## config.mk

```make
export PLATFORM = sky130hd
export DESIGN_NAME = seg7_scan_driver_flat
export DESIGN_NICKNAME = d
export VERILOG_FILES = /design/src/rtl/seg7_scan_driver_if.sv /design/src/rtl/seg7_scan_driver.sv /design/src/flat_wrapper.sv
export SDC_FILE = /design/constraint.sdc
export NUM_CORES = 1
export LEC_CHECK = 0
export ABC_AREA = 1
export CAP_MARGIN = 0
export CORE_MARGIN = 2
export CORE_UTILIZATION = 39
export DETAILED_ROUTE_END_ITERATION = 12
export MAX_ROUTING_LAYER = met4
export PLACE_DENSITY = 0.7
export SYNTH_ARGS = -nofsm -noshare
export SYNTH_HDL_FRONTEND = slang
export SYNTH_SLANG_ARGS = --single-unit
```

## constraint.sdc

```tcl
create_clock -name clk -period 2.3 [get_ports clk]
set_clock_uncertainty 0.05 [all_clocks]
set_input_delay 0.345 -clock clk [delete_from_list [all_inputs] [get_ports clk]]
set_output_delay 0.345 -clock clk [all_outputs]
set_load 0.05 [all_outputs]
```

## src/rtl/seg7_scan_driver_if.sv

```systemverilog
// Score-word update channel between the scoring FSM (master) and the
// 7-segment scan driver (slave): valid/ready handshake plus BCD digits and DPs.
interface seg7_scan_driver_if;
    logic        upd_valid;
    logic [15:0] upd_data;
    logic [3:0]  upd_dp;
    logic        upd_ready;

    modport master (
        output upd_valid,
        output upd_data,
        output upd_dp,
        input  upd_ready
    );

    modport slave (
        input  upd_valid,
        input  upd_data,
        input  upd_dp,
        output upd_ready
    );
endinterface

```

## src/rtl/seg7_scan_driver.sv

```systemverilog
// Four-digit multiplexed 7-segment scan driver with per-phase blanking and
// frame-aligned score updates. Optional macro: LEADING_ZERO_BLANK_EN.
module seg7_scan_driver #(
    parameter int REFRESH_DIV  = 100000,
    parameter int BLANK_CYCLES = 16
) (
    input  logic                clk,
    input  logic                rst,
    seg7_scan_driver_if.slave   upd,
    output logic [3:0]          an,
    output logic [6:0]          seg,
    output logic                dp,
    output logic [1:0]          digit_sel,
    output logic                frame_tick
);

    localparam int CNT_W = (REFRESH_DIV > 1) ? $clog2(REFRESH_DIV) : 1;
    localparam logic [CNT_W-1:0] CNT_LAST  = CNT_W'(REFRESH_DIV - 1);
    localparam logic [CNT_W-1:0] BLANK_END = CNT_W'(BLANK_CYCLES);

    typedef enum logic {
        BLANK = 1'b0,
        SHOW  = 1'b1
    } state_t;

    state_t           state_q, state_d;
    logic [CNT_W-1:0] cnt_q, cnt_d;
    logic [1:0]       sel_d;
    logic             wrap_d;

    logic [15:0]      shadow_data_q;
    logic [3:0]       shadow_dp_q;

    logic [3:0]       lit;
    logic [3:0]       cur_digit;
    logic [3:0]       an_d;
    logic [6:0]       seg_d;
    logic             dp_d;

    // Active-low {g,f,e,d,c,b,a}; non-decimal codes render as a dash.
    function automatic logic [6:0] bcd_to_seg(input logic [3:0] d);
        logic [6:0] s;
        case (d)
            4'd0:    s = 7'b1000000;
            4'd1:    s = 7'b1111001;
            4'd2:    s = 7'b0100100;
            4'd3:    s = 7'b0110000;
            4'd4:    s = 7'b0011001;
            4'd5:    s = 7'b0010010;
            4'd6:    s = 7'b0000010;
            4'd7:    s = 7'b1111000;
            4'd8:    s = 7'b0000000;
            4'd9:    s = 7'b0010000;
            default: s = 7'b0111111;
        endcase
        return s;
    endfunction

`ifdef LEADING_ZERO_BLANK_EN
    // A digit stays dark while it and every more-significant digit are zero.
    assign lit[3] = |shadow_data_q[15:12];
    assign lit[2] = |shadow_data_q[15:8];
    assign lit[1] = |shadow_data_q[15:4];
    assign lit[0] = 1'b1;
`else
    assign lit = 4'b1111;
`endif

    assign cur_digit     = shadow_data_q[digit_sel*4 +: 4];
    assign upd.upd_ready = (state_q == BLANK) && (digit_sel == 2'd0) && !rst;

    always_comb begin
        cnt_d  = cnt_q + CNT_W'(1);
        sel_d  = digit_sel;
        wrap_d = 1'b0;
        if (cnt_q == CNT_LAST) begin
            cnt_d  = '0;
            sel_d  = digit_sel + 2'd1;
            wrap_d = (digit_sel == 2'd3);
        end
        state_d = (cnt_d < BLANK_END) ? BLANK : SHOW;

        an_d  = 4'b1111;
        seg_d = 7'h7F;
        dp_d  = 1'b1;
        if (state_q == SHOW && lit[digit_sel]) begin
            an_d  = ~(4'b0001 << digit_sel);
            seg_d = bcd_to_seg(cur_digit);
            dp_d  = ~shadow_dp_q[digit_sel];
        end
    end

    // Scan state and display output register stage
    always_ff @(posedge clk) begin
        if (rst) begin
            state_q    <= BLANK;
            cnt_q      <= '0;
            digit_sel  <= 2'd0;
            frame_tick <= 1'b0;
            an         <= 4'b1111;
            seg        <= 7'h7F;
            dp         <= 1'b1;
        end else begin
            state_q    <= state_d;
            cnt_q      <= cnt_d;
            digit_sel  <= sel_d;
            frame_tick <= wrap_d;
            an         <= an_d;
            seg        <= seg_d;
            dp         <= dp_d;
        end
    end

    // Shadow score word, loaded only inside the digit-0 blank window
    always_ff @(posedge clk) begin
        if (rst) begin
            shadow_data_q <= '0;
            shadow_dp_q   <= '0;
        end else if (upd.upd_valid && upd.upd_ready) begin
            shadow_data_q <= upd.upd_data;
            shadow_dp_q   <= upd.upd_dp;
        end
    end

endmodule

```

## src/flat_wrapper.sv

```systemverilog
// flat-port wrapper written by rule: the top's interface ports become plain ports
module seg7_scan_driver_flat 
#(
    parameter int REFRESH_DIV  = 100000,
    parameter int BLANK_CYCLES = 16
)
  (clk, rst, an, seg, dp, digit_sel, frame_tick, upd_upd_valid, upd_upd_data, upd_upd_dp, upd_upd_ready);
  seg7_scan_driver_if upd_i ();
  input  logic clk;
  input  logic rst;
  output logic [3:0] an;
  output logic [6:0] seg;
  output logic dp;
  output logic [1:0] digit_sel;
  output logic frame_tick;
  input wire logic [$bits(upd_i.upd_valid)-1:0] upd_upd_valid;
  input wire logic [$bits(upd_i.upd_data)-1:0] upd_upd_data;
  input wire logic [$bits(upd_i.upd_dp)-1:0] upd_upd_dp;
  output wire logic [$bits(upd_i.upd_ready)-1:0] upd_upd_ready;
  assign upd_i.upd_valid = upd_upd_valid;
  assign upd_i.upd_data = upd_upd_data;
  assign upd_i.upd_dp = upd_upd_dp;
  assign upd_upd_ready = upd_i.upd_ready;
  seg7_scan_driver #(.REFRESH_DIV(REFRESH_DIV), .BLANK_CYCLES(BLANK_CYCLES)) u_core (.clk(clk), .rst(rst), .upd(upd_i), .an(an), .seg(seg), .dp(dp), .digit_sel(digit_sel), .frame_tick(frame_tick));
endmodule
```

==> results of run 1 <==
-- final cells by class --
type | instances | share of cell area
clock inverters | 1 | 0.00166
flip-flops and latches | 53 | 0.351
well taps | 75 | 0.0311
repair buffers | 43 | 0.142
inverters | 37 | 0.0460
multi-input cells | 251 | 0.406
clock buffers | 5 | 0.0228
-- synth_stat cells, types with 2 or more instances --
master / n / area (sq um)
nand2_1: 110 / 413
dfxtp_1: 53 / 1060
nor2_1: 45 / 169
inv_1: 32 / 120
o21ai_0: 27 / 135
nand3_1: 17 / 85.1
ha_1: 10 / 125
a21oi_1: 8 / 40.0
nand2_2: 7 / 43.8
buf_2: 5 / 25.0
inv_2: 5 / 18.8
o31ai_1: 5 / 37.5
clkbuf_1: 4 / 15.0
nor2_2: 4 / 25.0
nor3_1: 3 / 15.0
nand4_1: 2 / 12.5
xor2_1: 2 / 17.5
-- power breakdown --
part	leakage (nW)	switching (W)	internal (W)
logic	0.803	0.0000771	0.0000710
clock network	0.0399	0.000278	0.000201
registers	0.432	0.0000143	0.000947
total	1.28	0.000369	0.00122
-- kinds of logic (layout without fill, tap and decap cells) --
kind of cell	Yosys count	in the layout	synth area share
AO/OA/AOI/OAI	45	45	0.105
flip-flops	53	53	0.432
AND/OR/NAND/NOR	193	193	0.329
XOR/XNOR	3	3	0.0107
buffers and inverters	46	86	0.0728
adder cells (fa/ha/maj)	10	10	0.0509
-- layout by cell type, fill, tap and decap left out, types with 7 or more instances in the layout --
cell             count
nand2_1            110
dfxtp_1             53
nor2_1              44
clkdlybuf4s50_1     37
inv_1               31
o21ai_0             27
nand3_1             17
ha_1                10
a21oi_1              8
nand2_2              7
-- worst max-delay path, cell delays in order (launching register included) --
cell             delay [ps]
dfxtp_1                 470
buf_4                   210
clkdlybuf4s50_1         810
-- registers in the layout (all words and copies together) (netlist names) --
signal	count
u_core.cnt_q	17
u_core.shadow_data_q	16
u_core.seg	7
u_core.an	4
u_core.shadow_dp_q	4
u_core.digit_sel	2
u_core.dp	1
u_core.frame_tick	1
u_core.state_q	1
-- metrics by stage --
step	instances	setup slack (ps)	power, W	hold slack [ps]
3_5_place_dp	459	386	0.00113	391
5_1_grt	465	23.9	0.00166	437
4_1_cts	465	58.9	0.00161	404
3_3_place_gp	459	379	0.00113	379
6_report	465	120	0.00159	400
2_1_floorplan	350	157	0.00106	368
-- metal layers --
layer | vias up | GRT usage | wire (um)
met3 | 6 | 0.0388 | 201
met1 | 966 | 0.203 | 2500
met4 | 0 | 0.0492 | 68
met5 | - | - | 0
met2 | 36 | 0.255 | 2410
li1 | 1181 | - | -
-- final timing paths --
kind | start | slack (ps) | depth (start not counted) | endpoint
max | u_core.digit_sel[0] | 120 | 2 | digit_sel[0]
min | u_core.cnt_q[0] | 400 | 1 | u_core.cnt_q[0]
max reg2reg | u_core.digit_sel[0] | 430 | 9 | u_core.seg[6]
min reg2reg | u_core.cnt_q[0] | 400 | 1 | u_core.cnt_q[0]
==> summary.md, run 1 <==
| Metric | Value |
|---|---|
| Status | `finished clean` |
| Residual DRC | `0` |
| H-tree depth | `2` |
| Setup_tns | `0 ps` |
| VDD IR max | `295 uV` |
| Leak | `1.28 nW` |
| Remaining antenna violation count | `0` |
| Worst setup SP type | `flop` |
| Post-Synthesis Cells | `350` |
| Area Overhead vs Synth | `23.0%` |
| Rows | `28` |
| Total CTS buffers | `5` |
| DRT Pass-1 Iters | `4` |
| Final setup fails | `0` |
| Vias in the first global route | `between 1500 and 2000` |
| Gp weighted congestion | `roughly 0.91` |
| Vias per inst | `4.71` |
| Worst-path maximum fanout | `9` |
| Fillers | `~600` |
| Die outline height | `roughly 83 um` |
| Synthesized area | `~2500 sq um` |
| CTS clock-pin slew for the worst setup and hold paths | `about 80 ps` |
| Final period util | `0.948` |
| Post-synthesis sequential area ratio | `0.432` |
| Clk sinks | `53` |
| Clock Path Buffers | `2` |
| Min-Delay Path Class | `reg -> reg` |
| Number of flops mapped to enable cells by yosys | `0` |
| Layout cells sized above 1 | `0.0872` |
| Final hold viol count | `0` |
| Max Clk Rate | `~460 MHz` |
| First-pass GRT wire length | `just under 9 mm` |
| RSZ-0062 raised after global routing | `false` |
| Final Cell Area | `3020 sq um` |
| Worst path required time | `between 1500 and 2000 ps` |
| Drt total wl | `about 5.2 mm` |
| Post-DP HPWL | `between 3 and 4 mm` |
| Cts repair resizes | `0` |
| Clk_lat worst skew | `~300 ps` |
| Crit path DAT | `around 1800 ps` |
| Initial drt markers | `137` |
| Largest net degree at the start of global routing | `41` |
| # IOs | `39` |
| CORE AREA | `around 6000 sq um` |
| Port Buffers | `38` |
| FF+latch count, synth | `53` |
| Vias | `2189` |
| Routed len/inst | `roughly 11 um` |
| Slew headroom | `0.663` |
| Multi-input logic area | `between 1000 and 1500 sq um` |
| Ys async rst share | `0` |
| Initial antenna violation count | `0` |
| Mapped Nets | `383` |
| CP endpoint kind | `output port` |
| Post-Syn Area per Cell | `7.02 sq um` |
| Unique cell type count in the Yosys netlist | `28` |
| Crit path kind | `reg -> out` |
| Initial Util | `0.410` |
| FF/Latch Area | `1060 sq um` |
| Full die area | `6950 sq um` |
| Total congestion overflow | `0` |
| Final net count | `roughly 420` |
| Final Max Slew Viols | `0` |
| Die width | `~83 um` |
| PD cells | `about 530 nW/um^2` |
| Hold buffers post-CTS | `0` |
| Most used DFF post-synth | `dfxtp_1` |
| Clk root buf | `clkbuf_8` |
| Max Cap Violations | `0` |
| Minimum clock period after layout | `2180 ps` |
| Ant diodes | `0` |
| Finished Core Util | `0.504` |
| Worst-Margin Slew | `503 ps` |
| CTS tree | `done` |
| Synth warnings | `0` |
| Post-DP Area | `roughly 3000 sq um` |
| GRT Total Usage | `0.161` |
| Post-CTS Setup Bufs | `0` |
No activity file was read; power rests on OpenSTA's default activity.
==> run 2: changes to the inputs <==
- ABC_CLOCK_PERIOD_IN_PS: unset -> 2300
==> results of run 2 <==
Final layout, timing and power as in run 1 (identical DEF).
==> run 3: changes to the inputs <==
- ABC_CLOCK_PERIOD_IN_PS: 2300 -> unset
- CORE_UTILIZATION: 39 -> 53
- PLACE_DENSITY: 0.7 -> 0.88
- SLEW_MARGIN: unset -> 20
==> run 3 against run 2 <==
  * Maximum frequency fell by 0.42%
  * Final cell count fell by 4.7%
  * Flip-flop and latch count did not move
  * Worst setup slack got worse by 9.1 ps
  * Sequential power barely moved
  * Combinational power barely moved
  * Critical path depth did not move
  * Critical path type unchanged
  * Largest cell class unchanged
==> summary.md, run 3 (synthesis results as in run 1) <==
| Metric | Value |
|---|---|
| Post-DP Area | `a little under 3000 sq um` |
| Total CTS buffers | `5` |
| CTS tree | `done` |
| Slew headroom | `0.664` |
| Drt total wl | `roughly 5.3 mm` |
| Max Clk Rate | `457 MHz` |
| Max Cap Violations | `0` |
| DRT Pass-1 Iters | `4` |
| Final Max Slew Viols | `0` |
| RSZ-0062 raised after global routing | `false` |
| Int Power | `0.00126 W` |
| Min-Delay Path Class | `reg -> reg` |
| Status | `finished clean` |
| Crit path DAT | `1790 ps` |
| Gp weighted congestion | `0.934` |
| Largest net degree at the start of global routing | `40` |
| Final net count | `roughly 420` |
| HP Start | `u_core.cnt_q[0]` |
| Multi-input logic area | `between 1000 and 1500 sq um` |
| First-pass GRT wire length | `around 9.4 mm` |
| Initial drt markers | `179` |
| Switching share of power | `0.237` |
| Vias per inst | `around 5.2` |
| Vias in the first global route | `between 2000 and 2500` |
| Met1 wire length | `around 2.3 mm` |
| Clock Path Buffers | `2` |
| Routed len/inst | `around 12 um` |
| VDD IR max | `between 400 and 500 uV` |
| Top Metal Used | `met4` |
| Final hold viol count | `0` |
| Final Cell Area | `between 3000 and 4000 sq um` |
| Final setup fails | `0` |
| CP endpoint kind | `output port` |
| Routed length on met3 | `around 230 um` |
| Die width | `between 70 and 80 um` |
| Reg2Reg Setup Slack | `between 300 and 400 ps` |
| H-tree depth | `2` |
| Initial antenna violation count | `0` |
| Final period util | `0.952` |
| Worst-Margin Slew | `about 500 ps` |
| Rows | `24` |
| Worst path required time | `1900 ps` |
| Ant diodes | `0` |
| Fillers | `364` |
| RR Endpoint | `u_core.seg[6]` |
| Cts repair resizes | `0` |
| Initial Util | `0.556` |
| GRT Total Usage | `0.235` |
| Port Buffers | `38` |
| Biggest register | `u_core.cnt_q` |
| Total congestion overflow | `0` |
| Reg2reg start | `u_core.digit_sel[0]` |
| NetSw | `0.000393 W` |
| Clk sinks | `between 50 and 60` |
| Length of routed met2 wiring | `roughly 2.6 mm` |
| Hold buffers post-CTS | `0` |
| Vias | `about 2300` |
| CTS clock-pin slew for the worst setup and hold paths | `about 90 ps` |
| Most common cell after layout, fill and taps aside | `nand2_1` |
| Comb pwr share | `0.090` |
| Area Overhead vs Synth | `22.3%` |
| Largest registers | `u_core.cnt_q: 17 flops, u_core.shadow_data_q: 16 flops, u_core.seg: 7 flops` |
| Layout cells sized above 1 | `0.0844` |
| Sequential Power Share | `0.582` |
| Most frequent cells in the layout | `110 x nand2_1, 53 x dfxtp_1, 45 x nor2_1` |
| Setup_tns | `0 ps` |
| Residual DRC | `0` |
| Clk_lat worst skew | `approximately 300 ps` |
| Die outline height | `about 72 um` |
| Worst setup SP type | `flop` |
| Worst-path maximum fanout | `8` |
| Minimum clock period after layout | `2190 ps` |
| Leak | `1.28 nW` |
| Clk root buf | `clkbuf_8` |
| Crit path kind | `reg -> out` |
| Post-DP HPWL | `a little over 4 mm` |
| CORE AREA | `4410 sq um` |
| FF/Latch Area | `1060 sq um` |
| # IOs | `39` |
| Post-CTS Setup Bufs | `0` |
| PD cells | `551 nW/um^2` |
| Hold Path End | `u_core.cnt_q[0]` |
| Full die area | `5190 sq um` |
| Max FFs per register | `17` |
| Worst hold path stage count | `1` |
| Remaining antenna violation count | `0` |
| Worst Reg-to-Reg Cells | `9` |
| Clock power share | `0.328` |
-- run 3: changes by cell type in the layout (fill, tap and decap cells not counted) --
cell	previous run	this run
nor2_2	5	4
nor2_1	44	45
buf_4	5	4
inv_2	6	5
clkbuf_8	5	6
inv_1	31	32
clkinv_4	0	1
-- run 3: worst max-delay path by stage --
stage	depth (start not counted)	slack, ps	endpoint	from
6_report	2	110	digit_sel[0]	u_core.digit_sel[0]
5_1_grt	5	50	upd_upd_ready	u_core.digit_sel[0]
4_1_cts	2	120	digit_sel[0]	u_core.digit_sel[0]
3_5_place_dp	9	380	u_core.seg[6]	u_core.digit_sel[0]
3_3_place_gp	9	480	u_core.seg[6]	u_core.digit_sel[0]
2_1_floorplan	5	160	upd_upd_ready	u_core.digit_sel[0]
-- run 3: metrics by stage --
stage / instances / power, W / setup slack, ps / utilization / hold WS [ps]
after floorplan: 350 / 0.00106 / 157 / - / 368
after global placement: 435 / 0.00113 / 482 / 0.659 / 378
after detailed placement: 435 / 0.00113 / 382 / 0.659 / 395
after CTS: 443 / 0.00167 / 119 / 0.681 / 410
after global routing: 443 / 0.00173 / 51.9 / 0.681 / 445
final: 443 / 0.00166 / 111 / 0.681 / 408
-- run 3: layout make-up --
class | count | area share
sequential | 53 | 0.353
clock buffer | 6 | 0.0275
tap | 52 | 0.0217
inverter | 37 | 0.0462
timing repair buffer | 42 | 0.140
clock inverter | 2 | 0.00458
multi-input combinational | 251 | 0.407
-- run 3: per-layer routing --
layer / up-vias / global-route usage
li1: 1179 / -
met1: 1052 / 0.270
met2: 65 / 0.409
met3: 11 / 0.0444
met4: 0 / 0.0797
met5: - / -
-- run 3: power by group through the flow --
stage          sequential, W  combinational, W  clock (W)
2_1_floorplan       0.000979         0.0000836          0
6_report            0.000964          0.000150   0.000542
3_3_place_gp        0.000984          0.000143          0
5_1_grt             0.000967          0.000170   0.000589
4_1_cts             0.000963          0.000151   0.000556
3_5_place_dp        0.000984          0.000150          0
-- run 3: critical path, cell delays in order, from the launching register on --
cell and delay [ps]:
dfxtp_1 480, buf_4 210, clkdlybuf4s50_1 800
